[config.mk]
export PLATFORM = sky130hd
export DESIGN_NAME = keypad_responder
export DESIGN_NICKNAME = d
export VERILOG_FILES = /design/src/rtl/keypad_responder.sv
export SDC_FILE = /design/constraint.sdc
export NUM_CORES = 1
export LEC_CHECK = 0
export CAP_MARGIN = 20
export CORE_ASPECT_RATIO = 1.5
export CORE_UTILIZATION = 48
export CTS_BUF_LIST = sky130_fd_sc_hd__clkbuf_8 sky130_fd_sc_hd__clkbuf_16
export CTS_CLUSTER_SIZE = 10
export DETAILED_ROUTE_END_ITERATION = 7
export PLACE_DENSITY = 0.69
export SLEW_MARGIN = 20
export SYNTH_ARGS = -nofsm -noshare
export SYNTH_HDL_FRONTEND = slang
export SYNTH_SLANG_ARGS = --single-unit
[constraint.sdc]
create_clock -name clk -period 3.15 [get_ports clk]
set_input_delay 0.63 -clock clk [delete_from_list [all_inputs] [get_ports clk]]
set_output_delay 0.63 -clock clk [all_outputs]
set_load 0.01 [all_outputs]
[src/rtl/keypad_responder.sv]
// keypad_responder
//   Emulates a human pressing a key on a row/column scanned matrix keypad.
//   A request selects a key (row = key[3:2], col = key[1:0]) and a hold time
//   in ticks. While the virtual contact is closed, the selected column line is
//   pulled low whenever the scanner drives the selected row low. Each press is
//   followed by a mandatory released gap before the next request is accepted.
//
// Parameters
//   TICK_DIV       clock cycles per hold tick
//   RELEASE_TICKS  released gap after every press, in ticks
//
// Ports
//   clk        system clock, rising edge
//   rst        synchronous active-high reset
//   fila       row drive from the scanner, active-low
//   columna    column return to the scanner, active-low, registered
//   req_valid  request strobe (accepted only while req_ready)
//   req_key    key code, 0..15 valid, 16..31 rejected with err
//   req_hold   press duration in ticks (0 behaves as 1)
//   cancel     abort the current press (jumps to the release gap)
//   req_ready  high in IDLE only
//   busy       high whenever not in IDLE
//   done       one-cycle pulse on the last release cycle
//   err        one-cycle pulse when an invalid key is offered in IDLE
//
// Configuration
//   KEYPAD_BOUNCE_EN  when defined, each press starts with a 4-tick contact
//                     bounce (closed, open, closed, open) before the hold.

module keypad_responder #(
  parameter int TICK_DIV      = 25000,
  parameter int RELEASE_TICKS = 20
) (
  input  logic       clk,
  input  logic       rst,
  input  logic [3:0] fila,
  output logic [3:0] columna,
  input  logic       req_valid,
  input  logic [4:0] req_key,
  input  logic [7:0] req_hold,
  input  logic       cancel,
  output logic       req_ready,
  output logic       busy,
  output logic       done,
  output logic       err
);

  // 21 bits cover a prescaler up to 2^20; 16 bits cover hold (255) and the
  // release gap without wrapping.
  localparam logic [20:0] PRESC_LAST   = 21'(TICK_DIV - 1);
  localparam logic [15:0] RELEASE_LAST = 16'(RELEASE_TICKS - 1);

  typedef enum logic [1:0] {
    S_IDLE,
    S_PRESS,
    S_RELEASE
`ifdef KEYPAD_BOUNCE_EN
    , S_BOUNCE
`endif
  } state_t;

  state_t      state_q;
  state_t      state_d;
  logic [20:0] presc_q;
  logic [15:0] tick_q;
  logic [3:0]  key_q;
  logic [7:0]  hold_q;

  logic tick_end;
  logic press_end;
  logic release_end;
  logic accept;
  logic contact;

  // A tick completes when the prescaler reaches its last count; the state
  // ends on the final cycle of its final tick.
  assign tick_end    = (presc_q == PRESC_LAST);
  assign press_end   = tick_end && (tick_q == {8'd0, hold_q - 8'd1});
  assign release_end = tick_end && (tick_q == RELEASE_LAST);
  assign accept      = (state_q == S_IDLE) && req_valid && !req_key[4];

  // State register plus the tick prescaler and tick counter. Both counters
  // restart from zero whenever the state changes, so every state times
  // itself from a clean start. The key and hold are captured on acceptance.
  always_ff @(posedge clk) begin
    if (rst) begin
      state_q <= S_IDLE;
      presc_q <= '0;
      tick_q  <= '0;
      key_q   <= '0;
      hold_q  <= '0;
    end else begin
      state_q <= state_d;
      if (state_d != state_q || state_q == S_IDLE) begin
        presc_q <= '0;
        tick_q  <= '0;
      end else if (tick_end) begin
        presc_q <= '0;
        tick_q  <= tick_q + 16'd1;
      end else begin
        presc_q <= presc_q + 21'd1;
      end
      if (accept) begin
        key_q  <= req_key[3:0];
        hold_q <= (req_hold == 8'd0) ? 8'd1 : req_hold;
      end
    end
  end

  // Next-state logic. Cancel only matters while the contact phase is in
  // progress; the release gap always runs to completion.
  always_comb begin
    state_d = state_q;
    case (state_q)
      S_IDLE: begin
        if (accept) begin
`ifdef KEYPAD_BOUNCE_EN
          state_d = S_BOUNCE;
`else
          state_d = S_PRESS;
`endif
        end
      end
`ifdef KEYPAD_BOUNCE_EN
      S_BOUNCE: begin
        if (cancel) begin
          state_d = S_RELEASE;
        end else if (tick_end && tick_q == 16'd3) begin
          state_d = S_PRESS;
        end
      end
`endif
      S_PRESS: begin
        if (cancel || press_end) begin
          state_d = S_RELEASE;
        end
      end
      S_RELEASE: begin
        if (release_end) begin
          state_d = S_IDLE;
        end
      end
      default: state_d = S_IDLE;
    endcase
  end

  // Output decode. The bounce pattern closes the contact on even ticks.
  always_comb begin
    req_ready = (state_q == S_IDLE);
    busy      = (state_q != S_IDLE);
    done      = (state_q == S_RELEASE) && release_end;
    err       = (state_q == S_IDLE) && req_valid && req_key[4];
    contact   = (state_q == S_PRESS);
`ifdef KEYPAD_BOUNCE_EN
    if (state_q == S_BOUNCE && !tick_q[0]) begin
      contact = 1'b1;
    end
`endif
  end

  // Column return, registered one cycle behind fila. A sampled cancel opens
  // the contact immediately so the column releases on the very next cycle.
  always_ff @(posedge clk) begin
    if (rst) begin
      columna <= 4'hF;
    end else if (contact && !cancel && !fila[key_q[3:2]]) begin
      columna <= ~(4'b0001 << key_q[1:0]);
    end else begin
      columna <= 4'hF;
    end
  end

endmodule
==> results of run 1 <==
-- cell usage in the layout (no fill, tap or decap), types with 7 or more instances in the layout --
master            n
a21oi_1          14
and3_1            8
buf_4             7
clkdlybuf4s50_1  27
dfxtp_1          55
inv_1             7
nand2_1          42
nand3_1          16
nand4_1           7
nor2_1           47
nor3_1            8
nor4_1            8
xnor2_1          16
xor2_1           26
-- layout make-up --
cell class                 instances  area (µm²)
clock inverter                     3       42.54
inverter                           6       22.52
sequential                        55        1101
fill                             511        2228
multi-input combinational        251        1564
timing repair buffer              35       335.3
clock buffer                       5       68.82
tap                               70       87.58
-- stage by stage --
step	util, %	cells	hold WS (ns)	area (µm²)
6_report	59.11	425	0.4323	3222
5_1_grt	59.11	425	0.4572	3222
4_1_cts	59.02	425	0.4364	3217
3_5_place_dp	56.91	417	0.4143	3102
3_3_place_gp	56.91	417	0.4122	3102
2_1_floorplan	-	324	0.3872	2723
-- path summary, 6_finish.rpt --
kind,end,start,depth (start not counted),slack [ns]
setup / recovery,done,presc_q[0],7,0.44
hold / removal,columna[2],key_q[1],1,0.43
setup reg to reg,tick_q[12],hold_q[0],8,0.67
hold reg to reg,columna[2],key_q[1],1,0.43
-- logic make-up (layout without fill, tap and decap cells) --
family,count (synthesis),count (layout)
flip-flops,55,55
AO/OA/AOI/OAI,35,35
AND/OR/NAND/NOR,169,169
buffers and inverters,18,49
XOR/XNOR,42,42
multiplexers,2,2
adder cells (fa/ha/maj),3,3
-- sequential cells by signal, summed over array words and instances, names as in the netlist --
register / flops
hold_q: 8
columna: 4
key_q: 4
tick_q: 16
state_q: 2
presc_q: 21
-- routing by layer --
metal | part of all wire (%) | GRT usage [%] | up-vias
met3 | 3.0 | 3.641 | 12
met1 | 41 | 22.35 | 1078
met2 | 53 | 38.21 | 52
met5 | 0 | 0 | -
met4 | 2.5 | 8.712 | 0
li1 | - | - | 1186
-- what timing repair did --
action / CTS / global route
hold buffers: 0 / 0
pin swaps: 0 / 0
cloned: 0 / 0
hold endpoints to repair: 0 / 0
gates resized for setup: 1 / 2
endpoints found under the setup margin: 1 / 1
-- power groups by stage --
stage	Clock, W	Sequential, W	Combinational, W
3_5_place_dp	0	0.000737	0.000135
3_3_place_gp	0	0.000737	0.000134
2_1_floorplan	0	0.000731	0.0000854
6_report	0.000467	0.000721	0.000135
4_1_cts	0.000482	0.000721	0.000136
5_1_grt	0.000510	0.000724	0.000149
-- worst max-delay path, delay by kind of cell (launching register included) --
kind                       cells  cell delay (ns)
and+or+nand+nor                5             0.99
DFF                            1             0.38
adders and majority gates      1             0.23
buffers and inverters          1             0.17
==> impl_results.md, run 1 <==
* Netlist cell types at 53
* Dpl ws at 0.2932 ns
* Die height at 94.24 µm
* Pins Over Slew Limit at 0
* Clock power frac at 35.3%
* # Max-Cap Violations at 0
* Max incr delay on CP at 0.57 ns
* Vias in the first global route at 2115
* Core Box Area at 5450 µm²
* Routed wire length at 5.769 mm
* Vias at 2328
* Area contributors post-synth: dfxtp_1 (40%), xor2_1 (8.4%), nor2_1 (6.5%)
* Worst-path maximum fanout at 4
* Post-synth EDFFs at 0
* Die ar. at 5984 µm²
* DRT antenna net count at 0
* Largest family of logic cells by synthesized area: simple AND/OR/NAND/NOR gates
* Root buffer cell: clkbuf_8
* WP data required at 2.52 ns
* Setup bufs post-CTS at 0
* Register area share after synthesis at 40.44%
* Mapped Nets at 348
* Dpl hpwl at 4.318 mm
* Buffers added on ports at 28
* Final Worst Setup Slack at 0.4358 ns
* Num CTS Buffers at 5
* Number of DRC markers in iteration 0 at 75
* # setup viols final at 0
* Fmax at 368.4 MHz
* PwrDens at 410.6 nW/µm²
* Num rows at 33
* Synth top area share at 40.44%
* Adder-cell area share of the yosys netlist at 1.379%
* Logic pwr share at 10.2%
* Reg clk slew, reported paths at 0.10 ns
* Simple-gate share of the synthesized area at 32.22%
* Slowest cell on the critical path: or4_4
* Post-synthesis xor/xnor area fraction at 13.51%
* Flops & latches, synth at 55
* Ys async rst share at 0%
* Grt total ovfl at 0
* Sw Ratio at 23.47%
* Mux share of post-synthesis cell area at 1.195%
* ANT cells at 0
* Area leader, netlist: dfxtp_1
* Syn Area/Cell at 8.403 µm²
* Tmin final at 2.714 ns
* RSZ-0062 raised after global routing: false
* Worst Hold Class: flop to flop
* Clk buf depth at 2
* Ys Warns at 0
* Final setup TNS at 0 ns
* Cell count after synthesis at 324
* RePlAce Congestion at 0.8192
* WP data arrival at 2.08 ns
* Top cell by count, worst path: nand2_1
* Initial antenna violation count at 0
* Compound-gate portion of the synthesized area at 8.686%
* Number of nets in the layout at 378
* Flop pwr share at 54.5%
* Share of layout cells above drive strength 1 at 8.169%
* Critical path cell sequence: ha_2 > nand2_1 > or4_4 > nor3_4 > nand2_1 > nor2_1 > dlymetal6s2s_1
* Synth Flop Type: dfxtp_1
* Dominant cell by count in the synthesized netlist: dfxtp_1
* Mapped Area at 2723 µm²
* Worst-Margin Slew at 0.7157 ns
* Int Power at 0.001012 W
* Drt wl/cell at 13.57 µm
* Area Overhead vs Synth at 18.34%
* Power consumption at 0.001323 W
* Max-slew headroom at 51.92%
* Vias per inst at 5.478
* Top Ports at 29
* Switch Pwr at 0.0003105 W
* Clock sink count at 55
* CTS tree: built
* Top cells by count, synth: dfxtp_1 (55), nor2_1 (47), nand2_1 (42), xor2_1 (26)
* Final Skew at 0.007153 ns
* GR Util All Layers at 20.55%
* Worst-skew pair later-pin latency at 0.31 ns
* Critical path capture point type: primary output
* Peak supply drop at 0.2232 mV
* Largest net degree at the start of global routing at 19
* DRC viols at 0
* First-pass GRT wire length at 9.597 mm
* Drt pass-1 iters at 4
* Critical path class: flop to primary output
* Htree depth at 2
* Status: finished clean
* DIE WIDTH at 63.50 µm
* Setup crit start kind: flop
* Initial Util at 49.95%
* Final Cycle Share at 86.16%
* Static leakage at 1.154 nW
* Final hold violations at 0
Power figures use the tool's default switching activity.
==> run 2, diff against run 1 <==
Clock period 3.15 ns to 3 ns, I/O delays scaled along.
==> run 2 against run 1 <==
Against the previous run:
- global-route usage is 0.43 points higher
- combinational power is 4% higher
- clock power is 16% lower
- sequential share of layout area is 0.19 points higher
- hold slack worse by 0.0027 ns
- power is 2.5% lower
- critical path type unchanged
- critical endpoint unchanged
- largest power group unchanged
==> impl_results.md, run 2 (synthesis results as in run 1) <==
* Worst Hold Class: flop to flop
* Most common cell after layout, fill and taps aside: dfxtp_1
* Share of layout cells above drive strength 1 at 8.403%
* Area after DPL at 3117 µm²
* Peak supply drop at 0.2700 mV
* Clock sink count at 55
* Worst-path maximum fanout at 4
* ANT cells at 0
* Largest net degree at the start of global routing at 19
* Dpl hpwl at 4.311 mm
* R2r setup slk at 0.50 ns
* Top Ports at 29
* Initial Util at 49.95%
* Critical path capture point type: primary output
* HP Start: key_q[1]
* Drt pass-1 iters at 4
* Root buffer cell: clkbuf_8
* Clk buf depth at 2
* First-pass GRT wire length at 10.04 mm
* Number of nets in the layout at 380
* # setup viols final at 0
* Vias at 2300
* Vias per inst at 5.386
* Fmax at 359.9 MHz
* Vias in the first global route at 2276
* Worst r2r src: hold_q[0]
* Clock power frac at 30.4%
* Final Cell Area at 3204 µm²
* Flop pwr share at 58.7%
* Biggest registers after layout: presc_q x21, tick_q x16, hold_q x8
* Hold EP: columna[2]
* Initial antenna violation count at 0
* PwrDens at 402.4 nW/µm²
* CTS tree: built
* RePlAce Congestion at 0.7921
* Pins Over Slew Limit at 0
* Switch Pwr at 0.0003153 W
* Drt wl/cell at 13.32 µm
* Int Power at 0.0009742 W
* Finished Layout Cells at 427
* DIE WIDTH at 63.50 µm
* Num CTS Buffers at 5
* Dpl ws at 0.2239 ns
* Grt total ovfl at 0
* Logic pwr share at 10.9%
* DRC viols at 0
* Fill cells at 525
* DRT antenna net count at 0
* WP data arrival at 2.18 ns
* Most frequent cells in the layout: dfxtp_1 (55), nor2_1 (47), nand2_1 (42)
* Final Cycle Share at 92.62%
* Post-cts hold buffer count at 0
* RSZ-0062 raised after global routing: false
* Routed wire length at 5.689 mm
* Htree depth at 2
* Final hold violations at 0
* Die height at 94.24 µm
* Buffers added on ports at 28
* Max-slew headroom at 55.33%
* Critical path class: flop to primary output
* Worst-skew pair later-pin latency at 0.30 ns
* GR Util All Layers at 20.97%
* Static leakage at 1.139 nW
* Inst Count DP at 419
* Worst-Margin Slew at 0.6649 ns
* Reg with most FFs: presc_q
* Worst hold margin at 0.4296 ns
* Largest register FFs at 21
* Final setup TNS at 0 ns
* Area Overhead vs Synth at 17.69%
* Status: finished clean
* Setup crit start kind: flop
* Final Skew at 0.006412 ns
* Reg2Reg Depth at 8
* Worst r2r dst: tick_q[3]
* Core Box Area at 5450 µm²
* # Max-Cap Violations at 0
* Final Worst Setup Slack at 0.2214 ns
* Reg clk slew, reported paths at 0.09 ns
* Sw Ratio at 24.45%
* WP data required at 2.40 ns
* Number of DRC markers in iteration 0 at 98
* Die ar. at 5984 µm²
* Hold depth at 1
* Num rows at 33
* Tmin final at 2.779 ns
[run 2: changes by cell type in the layout (fill, tap and decap cells not counted), sizes merged]
cell | before | now
buf | 7 | 9
dlygate4sd2 | 0 | 1
clkinvlp | 0 | 1
bufinv | 1 | 0
inv | 8 | 7
dlymetal6s2s | 1 | 0
clkinv | 0 | 1
[run 2: per-stage QoR]
step | total power (W) | util [%]
2_1_floorplan | 0.0008567 | -
3_3_place_gp | 0.0009138 | 57.19
3_5_place_dp | 0.0009149 | 57.19
4_1_cts | 0.001304 | 58.79
5_1_grt | 0.001357 | 58.79
6_report | 0.001290 | 58.79
[run 2: power groups by stage]
stage               registers [W]  logic [W]  clock network (W)
CTS                      0.000757   0.000141           0.000406
finish                   0.000757   0.000141           0.000391
detailed placement       0.000774   0.000141                  0
floorplan                0.000767  0.0000896                  0
global placement         0.000774   0.000140                  0
global route             0.000760   0.000158           0.000439
[run 2: critical path, cell delays in order, from the launching register on]
cell and delay, ns:
dfxtp_1 0.39, ha_1 0.19, nand2_1 0.10, or4_4 0.57, nor3_4 0.16, nand2_1 0.07, nor2_1 0.11, dlygate4sd2_1 0.29
[run 2: per-layer routing]
layer / GRT usage [%] / part of all wire, % / up-vias / wire (µm)
met2: 39.18 / 53 / 46 / 3023
met5: 0 / 0 / - / 0
met4: 7.386 / 1.4 / 0 / 80
met1: 23.51 / 43 / 1059 / 2442
li1: - / - / 1189 / -
met3: 3.277 / 2.5 / 6 / 143
[run 2: layout make-up]
cell class | count | area, µm² | share of cell area, %
Clock buffer | 5 | 68.82 | 2.148
Clock inverter | 3 | 16.27 | 0.5076
Inverter | 6 | 22.52 | 0.7029
Multi-Input combinational cell | 251 | 1562 | 48.73
Sequential cell | 55 | 1101 | 34.36
Tap cell | 70 | 87.58 | 2.733
Timing Repair Buffer | 37 | 346.6 | 10.82
[run 2: how the worst max path moves through the flow]
stage / from / to / slack [ns] / depth (start not counted)
after floorplan: hold_q[0] / presc_q[2] / 0.63 / 11
after global placement: presc_q[0] / done / 0.28 / 7
after detailed placement: presc_q[0] / done / 0.22 / 7
after CTS: presc_q[0] / done / 0.22 / 7
after global routing: presc_q[0] / done / 0.07 / 7
final: presc_q[0] / done / 0.22 / 7
[run 2: what timing repair did]
item	4_1_cts	5_1_grt
endpoints found under the setup margin	1	0
setup buffers	0	0
gates resized for setup	2	0
hold endpoints to repair	0	0
